<file path="config.mk">
export PLATFORM = sky130hd
export DESIGN_NAME = path_walker
export DESIGN_NICKNAME = d
export VERILOG_FILES = /design/src/rtl/path_walker_pkg.sv /design/src/rtl/path_walker_len_check.sv /design/src/rtl/path_walker.sv
export SDC_FILE = /design/constraint.sdc
export NUM_CORES = 1
export LEC_CHECK = 0
export BUFFER_PORTS_ARGS = -buffer_cell sky130_fd_sc_hd__buf_2
export CORE_MARGIN = 2
export CORE_UTILIZATION = 40
export CTS_CLUSTER_DIAMETER = 150
export DETAILED_ROUTE_END_ITERATION = 7
export PLACE_DENSITY = 0.62
export SLEW_MARGIN = 10
export SYNTH_ARGS = -nofsm -noshare
export SYNTH_HDL_FRONTEND = slang
export SYNTH_HIERARCHICAL = 1
export SYNTH_SLANG_ARGS = --single-unit
</file>
<file path="constraint.sdc">
create_clock -name clk -period 5.23 [get_ports clk]
set_clock_uncertainty 0.2 [all_clocks]
set_input_delay 1.046 -clock clk [delete_from_list [all_inputs] [get_ports clk]]
set_output_delay 1.046 -clock clk [all_outputs]
set_load 0.005 [all_outputs]
</file>
<file path="src/rtl/path_walker_pkg.sv">
// -----------------------------------------------------------------------------
// path_walker_pkg
//   Shared constants for the hypercube path walker: hop entry width, slot
//   counts per group, FSM state encodings, the registered length bundle and
//   a helper that finds the next nonempty group.
// -----------------------------------------------------------------------------
package path_walker_pkg;

    localparam int DIM_W   = 2;
    localparam int N0      = 4;
    localparam int N1      = 3;
    localparam int N2      = 2;
    localparam int NUM_GRP = 3;

    localparam int D0_W = N0 * DIM_W;
    localparam int D1_W = N1 * DIM_W;
    localparam int D2_W = N2 * DIM_W;

    // FSM state encodings
    localparam logic [0:0] ST_IDLE = 1'b0;
    localparam logic [0:0] ST_WALK = 1'b1;

    // Group index value meaning "no further nonempty group"
    localparam logic [1:0] GRP_NONE = 2'd3;

    // Clamped lengths of the three groups
    typedef struct packed {
        logic [2:0] l0;
        logic [1:0] l1;
        logic [1:0] l2;
    } path_len_t;

    // Next nonempty group strictly after g, or GRP_NONE.
    function automatic logic [1:0] next_grp(input logic [1:0] g,
                                            input logic [1:0] l1,
                                            input logic [1:0] l2);
        logic [1:0] n;
        n = GRP_NONE;
        if (g == 2'd0) begin
            if (l1 != 2'd0)      n = 2'd1;
            else if (l2 != 2'd0) n = 2'd2;
        end else if (g == 2'd1) begin
            if (l2 != 2'd0)      n = 2'd2;
        end
        return n;
    endfunction

endpackage

</file>
<file path="src/rtl/path_walker_len_check.sv">
// -----------------------------------------------------------------------------
// path_len_check
//   Combinational legalisation of a path descriptor's lengths.
//   Ports:
//     len_0_i, len_1_i, len_2_i : raw per-group lengths
//     group_i                   : number of active groups (1..3)
//     l0_o, l1_o, l2_o          : effective (clamped / masked) lengths
//     err_o                     : descriptor is illegal in some way
//     no_walk_o                 : descriptor yields no hops at all
// -----------------------------------------------------------------------------
module path_len_check
    import path_walker_pkg::*;
(
    input  logic [2:0] len_0_i,
    input  logic [1:0] len_1_i,
    input  logic [1:0] len_2_i,
    input  logic [1:0] group_i,
    output logic [2:0] l0_o,
    output logic [1:0] l1_o,
    output logic [1:0] l2_o,
    output logic       err_o,
    output logic       no_walk_o
);

    logic grp_zero;
    logic len0_over;
    logic len2_over;
    logic empty;

    assign grp_zero  = (group_i == 2'd0);
    assign len0_over = (len_0_i > 3'(N0));
    assign len2_over = (group_i == 2'd3) && (len_2_i == 2'd3);

    assign l0_o = len0_over ? 3'(N0) : len_0_i;
    assign l1_o = (group_i >= 2'd2) ? len_1_i : 2'd0;
    assign l2_o = (group_i == 2'd3) ? (len2_over ? 2'(N2) : len_2_i) : 2'd0;

    assign empty = (l0_o == 3'd0) && (l1_o == 2'd0) && (l2_o == 2'd0);

    // A zero group count suppresses the walk even if len_0_i is nonzero.
    assign no_walk_o = grp_zero || empty;
    assign err_o     = grp_zero || len0_over || len2_over || empty;

endmodule

</file>
<file path="src/rtl/path_walker.sv">
// -----------------------------------------------------------------------------
// path_walker
//   Accepts one packed hypercube path descriptor per valid/ready handshake
//   and replays it as a serial hop stream, one dimension per cycle: group 0
//   entries, then group 1, then group 2, LSB entry of each group first.
//   Ports:
//     clk, rst                    : clock, asynchronous active-high reset
//     path_valid_i / path_ready_o : descriptor handshake (ready = idle)
//     data_0_i/1_i/2_i            : packed group entries, entry k at [2k+1:2k]
//     len_0_i/1_i/2_i, group_i    : per-group lengths, active group count
//     hop_valid_o / hop_ready_i   : hop stream handshake
//     hop_dim_o, hop_grp_o        : current hop dimension and group index
//     hop_last_o                  : current hop is the final one of the path
//     done_o                      : one-cycle pulse after the final hop
//     err_o                       : one-cycle pulse for an illegal descriptor
// -----------------------------------------------------------------------------
module path_walker
    import path_walker_pkg::*;
(
    input  logic             clk,
    input  logic             rst,
    input  logic             path_valid_i,
    output logic             path_ready_o,
    input  logic [D0_W-1:0]  data_0_i,
    input  logic [D1_W-1:0]  data_1_i,
    input  logic [D2_W-1:0]  data_2_i,
    input  logic [2:0]       len_0_i,
    input  logic [1:0]       len_1_i,
    input  logic [1:0]       len_2_i,
    input  logic [1:0]       group_i,
    output logic             hop_valid_o,
    input  logic             hop_ready_i,
    output logic [DIM_W-1:0] hop_dim_o,
    output logic [1:0]       hop_grp_o,
    output logic             hop_last_o,
    output logic             done_o,
    output logic             err_o
);

    // Length legalisation of the incoming descriptor
    logic [2:0] chk_l0;
    logic [1:0] chk_l1;
    logic [1:0] chk_l2;
    logic       chk_err;
    logic       chk_no_walk;

    path_len_check u_len_check (
        .len_0_i   (len_0_i),
        .len_1_i   (len_1_i),
        .len_2_i   (len_2_i),
        .group_i   (group_i),
        .l0_o      (chk_l0),
        .l1_o      (chk_l1),
        .l2_o      (chk_l2),
        .err_o     (chk_err),
        .no_walk_o (chk_no_walk)
    );

    // State
    logic [0:0]      state_q, state_d;
    logic [1:0]      grp_q,   grp_d;
    logic [1:0]      idx_q,   idx_d;
    path_len_t       len_q,   len_d;
    logic [D0_W-1:0] data_0_q, data_0_d;
    logic [D1_W-1:0] data_1_q, data_1_d;
    logic [D2_W-1:0] data_2_q, data_2_d;
    logic            done_q,  done_d;
    logic            err_q,   err_d;

    // Hop selection from the registered descriptor
    logic             walking;
    logic [2:0]       cur_len;
    logic             last_in_grp;
    logic [1:0]       nxt_grp;
    logic [DIM_W-1:0] cur_dim;
    logic [2:0]       base_01;
    logic [1:0]       base_2;

    assign walking = (state_q == ST_WALK);

    // Bit offset of the current entry; group 2 only holds two entries so
    // its offset needs one bit less.
    assign base_01 = {idx_q, 1'b0};
    assign base_2  = {idx_q[0], 1'b0};

    always_comb begin
        // NOTE: every signal written here gets a default first, so no path
        // leaves it unassigned and no latch is inferred.
        cur_len = len_q.l0;
        cur_dim = data_0_q[base_01 +: DIM_W];
        if (grp_q == 2'd1) begin
            cur_len = {1'b0, len_q.l1};
            cur_dim = data_1_q[base_01 +: DIM_W];
        end else if (grp_q == 2'd2) begin
            cur_len = {1'b0, len_q.l2};
            cur_dim = data_2_q[base_2 +: DIM_W];
        end
    end

    assign last_in_grp = (({1'b0, idx_q} + 3'd1) == cur_len);
    assign nxt_grp     = next_grp(grp_q, len_q.l1, len_q.l2);

    // Next-state logic
    always_comb begin
        state_d  = state_q;
        grp_d    = grp_q;
        idx_d    = idx_q;
        len_d    = len_q;
        data_0_d = data_0_q;
        data_1_d = data_1_q;
        data_2_d = data_2_q;
        done_d   = 1'b0;
        err_d    = 1'b0;

        if (state_q == ST_IDLE) begin
            if (path_valid_i) begin
                err_d    = chk_err;
                len_d    = '{l0: chk_l0, l1: chk_l1, l2: chk_l2};
                data_0_d = data_0_i;
                data_1_d = data_1_i;
                data_2_d = data_2_i;
                if (!chk_no_walk) begin
                    state_d = ST_WALK;
                    idx_d   = 2'd0;
                    // Start at the first nonempty group so empty groups
                    // cost no bubble cycle.
                    grp_d   = (chk_l0 != 3'd0) ? 2'd0
                                               : next_grp(2'd0, chk_l1, chk_l2);
                end
            end
        end else if (hop_ready_i) begin
            if (!last_in_grp) begin
                idx_d = idx_q + 2'd1;
            end else if (nxt_grp == GRP_NONE) begin
                state_d = ST_IDLE;
                done_d  = 1'b1;
            end else begin
                grp_d = nxt_grp;
                idx_d = 2'd0;
            end
        end
    end

    // NOTE: sequential state uses non-blocking assignments so every register
    // samples the pre-edge values regardless of statement order.
    always_ff @(posedge clk or posedge rst) begin
        if (rst) begin
            state_q  <= ST_IDLE;
            grp_q    <= 2'd0;
            idx_q    <= 2'd0;
            len_q    <= '0;
            data_0_q <= '0;
            data_1_q <= '0;
            data_2_q <= '0;
            done_q   <= 1'b0;
            err_q    <= 1'b0;
        end else begin
            state_q  <= state_d;
            grp_q    <= grp_d;
            idx_q    <= idx_d;
            len_q    <= len_d;
            data_0_q <= data_0_d;
            data_1_q <= data_1_d;
            data_2_q <= data_2_d;
            done_q   <= done_d;
            err_q    <= err_d;
        end
    end

    // Outputs; hop fields are forced to zero while idle.
    assign path_ready_o = !walking;
    assign hop_valid_o  = walking;
    assign hop_dim_o    = walking ? cur_dim : '0;
    assign hop_grp_o    = walking ? grp_q : 2'd0;
    assign hop_last_o   = walking && last_in_grp && (nxt_grp == GRP_NONE);
    assign done_o       = done_q;
    assign err_o        = err_q;

endmodule
</file>
# [After elaboration in Yosys (flattened, before gate mapping)]
# Index checks and enable logic that the tools add are counted.
[classes] magnitude_cmp=2 muxes=41 bitwise=1 n_reduce_logical=24 n_eq_ne=11 shift=3 n_addsub=2
[ops] cell="2-bit 2-to-1 mux" count=24
[ops] cell="1-bit 2-to-1 mux" count=14
[ops] cell="2-bit nonzero test" count=5
[ops] cell="3-bit 2-to-1 mux" count=3
[ops] cell="2-bit == test (second input constant)" count=4
[ops] cell="2-bit zero test" count=4
[ops] cell="8-bit by 4-bit indexed part select with 2-bit output" count=1
[ops] cell="6-bit by 4-bit indexed part select with 2-bit output" count=1
[ops] cell="1-bit logical AND" count=5
[ops] cell="5-bit AND reduction" count=1
[ops] cell="1-bit logical OR" count=4
[ops] cell="2-bit by 1-bit != test with 1-bit output (second input constant)" count=2
[ops] cell="2-bit != test (second input constant)" count=2
[ops] cell="4-bit AND reduction" count=1
[ops] cell="4-bit by 3-bit indexed part select with 2-bit output" count=1
[ops] cell="2-bit by 1-bit adder with 3-bit output (second input constant)" count=1
[ops] cell="3-bit == test" count=1
[ops] cell="3-bit > comparator (second input constant)" count=1
[ops] cell="3-bit zero test" count=1
[ops] cell="3-bit != test (second input constant)" count=1
[ops] cell="3-bit nonzero test" count=1
[ops] cell="2-bit by 1-bit adder with 2-bit output (second input constant)" count=1
[ops] cell="2-bit by 1-bit == test with 1-bit output (second input constant)" count=1
[ops] cell="2-bit greater-or-equal comparator (second input constant)" count=1
[ops] cell="3 further kinds" count=3
[totals] output_inout_bits=9 elab_cells=95 in_bits=31 register_bits=32

# [Longest topological paths before layout]
[logic_depth] depth_word=11 ltp_mapped=7

# [Hierarchy]
# The synthesis kept the hierarchy.
[modules_own_cells] module="path_walker" cells_per_inst=193 n_inst=1 area_each_um2=1704.1
[modules_own_cells] module="path_len_check" cells_per_inst=15 n_inst=1 area_each_um2=108.9

# [Worst setup path before layout]
# No wires, ideal clock.
[synth_path] path_type="register to output" startpoint="register idx_q[1]" endpoint="output hop_last_o" n_path_buf=0 t_arrival_ns=1.572 path_stages_with_launch=7 t_required_ns=3.984 path_slack_ns=2.412 path_cell_list="dfrtp_1 > ha_1 > nor2b_1 > mux2i_2 > o211ai_4 > or2_4 > nor2_1"
[synth_between] elab_chain_cells=4
[synth_lines] element="start, declared" line_no="path_walker.sv:62" rtl="logic [1:0] idx_q, idx_d;"
[synth_lines] element="start signal, assigned" line_no="path_walker.sv:160" rtl="idx_q <= idx_d;"
[synth_lines] element="2-bit by 1-bit adder with 3-bit output" line_no="path_walker.sv:100" rtl="assign last_in_grp = (({1'b0, idx_q} + 3'd1) == cur_len);"
[synth_lines] element="3-bit == test" line_no="path_walker.sv:100"
[synth_lines] element="1-bit logical AND (2 in series)" line_no="path_walker.sv:175" rtl="assign hop_last_o = walking && last_in_grp && (nxt_grp == GRP_NONE);"
[synth_lines] element="end, declared" line_no="path_walker.sv:35" rtl="output logic hop_last_o,"
# Every way passes these cells.

# [Worst setup path in the final report]
[layout_path] startpoint="register idx_q[0]" endpoint="output hop_last_o"
# Same word-level chain as after synthesis.

==> results_dict.tcl <==
set metrics [dict create \
    status "complete, no violations" \
    synth.area.top_cells "dfrtp_1 (44%), nand2_1 (17%), mux2i_1 (5.0%), mux4_2 (2.5%), and2_1 (1.7%)" \
    die_w_um 71.3 \
    synthDistinctLibCells 41 \
    die_area_mm2 0.00509 \
    worstPathRequired_ps 3980 \
    seq_area_frac_synth_pct 44.2 \
    grt-ovfl-total 0 \
    cts_buffer_depth 2 \
    synth_edf_count 0 \
    first_pass_iters 4 \
    syn_area_mm2 0.00181 \
    wl_mm 3.85 \
    dp_slack_ps 2000 \
    cts_hold_buffers 0 \
    num_vias 1500 \
    hold_violations 0 \
    grt_pass1_vias 1547 \
    syn-num-nets 240 \
    antenna_cells 0 \
    initial_utilization_pct 41.6 \
    yosys-top-cells-count "nand2_1 (80), dfrtp_1 (32), mux2i_1 (9)" \
    worstPathArrival_ps 2300 \
    nets 274 \
    rows 24 \
    cts_setup_buffers 0 \
    h-tree-depth 2 \
    clk_latency_ps 280 \
    relSlewSlack_pct 30.8 \
    core_area_mm2 0.00435 \
    grt_pass1_wl_mm 6.83 \
    finalSetupTns_ps 0 \
    gp_congestion 0.808 \
    drc 0 \
    drv_cap 0 \
    avgViaCountPerCell 5.08 \
    syn_to_final_growth_pct 16.1 \
    path_class "reg -> out" \
    finalCritPeriodShare_pct 67.9 \
    first_iter_violations 98 \
    avgSynthCellArea_um2 8.72 \
    worst_pin_slew_ps 1040 \
    synth_flop_cell "dfrtp_1" \
    peakVddDrop_mv 0.211 \
    path_clk_slew_ps 70 \
    synth_top_area_share_pct 44.2 \
    wl_per_cell_um 13.1 \
    async_flop_share_pct 100 \
    fmax_mhz 282 \
    hold_path_class "reg -> reg" \
    final_max_slew_viol_count 0 \
    synth-seq-cells 32 \
    clkSinkCount 32 \
    placed_cells 287 \
    io-pin-count 40 \
    syn_inst 208 \
    synth_area_leader_cell "dfrtp_1" \
    total_power_w 0.00116 \
    ant_nets 0 \
    cts_tree "done" \
    instances_no_fill 295 \
    setup_viol 0 \
    cts_root_buf "clkbuf_8" \
    yosysMostFrequentCell "nand2_1" \
    final.setup.worst_slack_ps 1680 \
    grt_max_degree 33 \
    end_kind "output port" \
    fin_crit_ps 3550 \
    leakage_nw 1.12 \
    rsz0062_at_grt "no" \
    hold_ws_ps 276 \
    start_kind "flop" \
    ctsResizeCount 0 \
    filler_cell_count 438 \
    crit_path_max_fanout 11 \
    power.density_mw_per_mm2 552 \
    antenna_found_initial 0 \
    drive_above_1_share_pct 23.0 \
    synth_warnings 6 \
    die-height_um 71.3 \
    grt_use_total_pct 16.9 \
    place_hpwl_mm 2.76 \
    port_buffers 39 \
    cts_made_buffers 5 \
]
==> stage by stage <==
stage | instance area [µm²] | util [%]
2_1_floorplan | 1810 | -
3_3_place_gp | 2020 | 46.3
3_5_place_dp | 2020 | 46.3
4_1_cts | 2110 | 48.4
5_1_grt | 2110 | 48.4
6_report | 2110 | 48.4
==> critical path, cell delays in order (launching register included) <==
cell	delay, ps
dfrtp_1	670
ha_1	370
nor2b_1	160
mux2i_2	220
o211ai_4	130
or2_4	260
nor2_1	100
buf_2	120
==> per-layer routing <==
| layer | share of wire (%) | global-route usage [%] | up-vias | routed length [µm] |
|---|---|---|---|---|
| met1 | 47 | 22.0 | 706 | 1830 |
| met4 | 1.5 | 6.92 | 0 | 59 |
| met5 | 0 | 0 | - | 0 |
| met2 | 48 | 27.6 | 21 | 1850 |
| li1 | - | - | 768 | - |
| met3 | 2.9 | 3.66 | 5 | 111 |
==> layout by cell type (no fill, tap or decap), drive strengths merged, types with 3 or more instances in the layout <==
cell type  instances
buf               40
o21ai              5
nor2b              4
clkbuf             8
nor2               8
a2bb2oi            3
nand2b             3
dfrtp             32
o31ai              3
a21oi              3
and2               5
mux2i             10
nand2             80
inv                4
nor3               3
o211a              3
==> worst paths after layout <==
path / depth (start not counted) / to / slack, ps / start
min in group asynchronous: 3 / err_o / 630 / rst
setup reg to reg: 5 / grp_q[0] / 2570 / hop_valid_o
max in group asynchronous: 3 / data_1_q[4] / 3900 / rst
setup / recovery: 7 / hop_last_o / 1680 / idx_q[0]
hold reg to reg: 2 / data_0_q[0] / 280 / data_0_q[0]
hold / removal: 2 / data_0_q[0] / 280 / data_0_q[0]
==> area by class of cell <==
type	count	area (µm²)	area share [%]
well taps	52	65.1	3.09
multi-input cells	159	932	44.3
repair buffers	40	203	9.63
inverters	4	15.0	0.713
clock buffers	8	90.1	4.28
flip-flops and latches	32	801	38.0
==> cell families (layout without fill, tap and decap cells) <==
family / after synthesis / in the layout / share of synthesized area [%]
mux: 13 / 13 / 8.83
fa+ha+maj: 1 / 1 / 0.690
flops: 32 / 32 / 44.2
buf+inv: 17 / 52 / 4.55
xor+xnor: 2 / 2 / 0.966
simple gates: 111 / 111 / 26.4
compound gates: 32 / 32 / 14.4
==> power breakdown <==
part           switching (W)  leakage, nW  total, W  internal [W]
registers           0.000114        0.400  0.000465      0.000351
logic               0.000243        0.672  0.000502      0.000259
clock network      0.0000892       0.0455  0.000196      0.000107
==> flip-flops by register name, indices dropped and copies added, names as in the netlist <==
signal,cells
data_0_q,8
len_q,7
data_1_q,6
data_2_q,4
grp_q,2
idx_q,2
done_o,1
err_o,1
hop_valid_o,1
(Power assumes the default switching activity.)
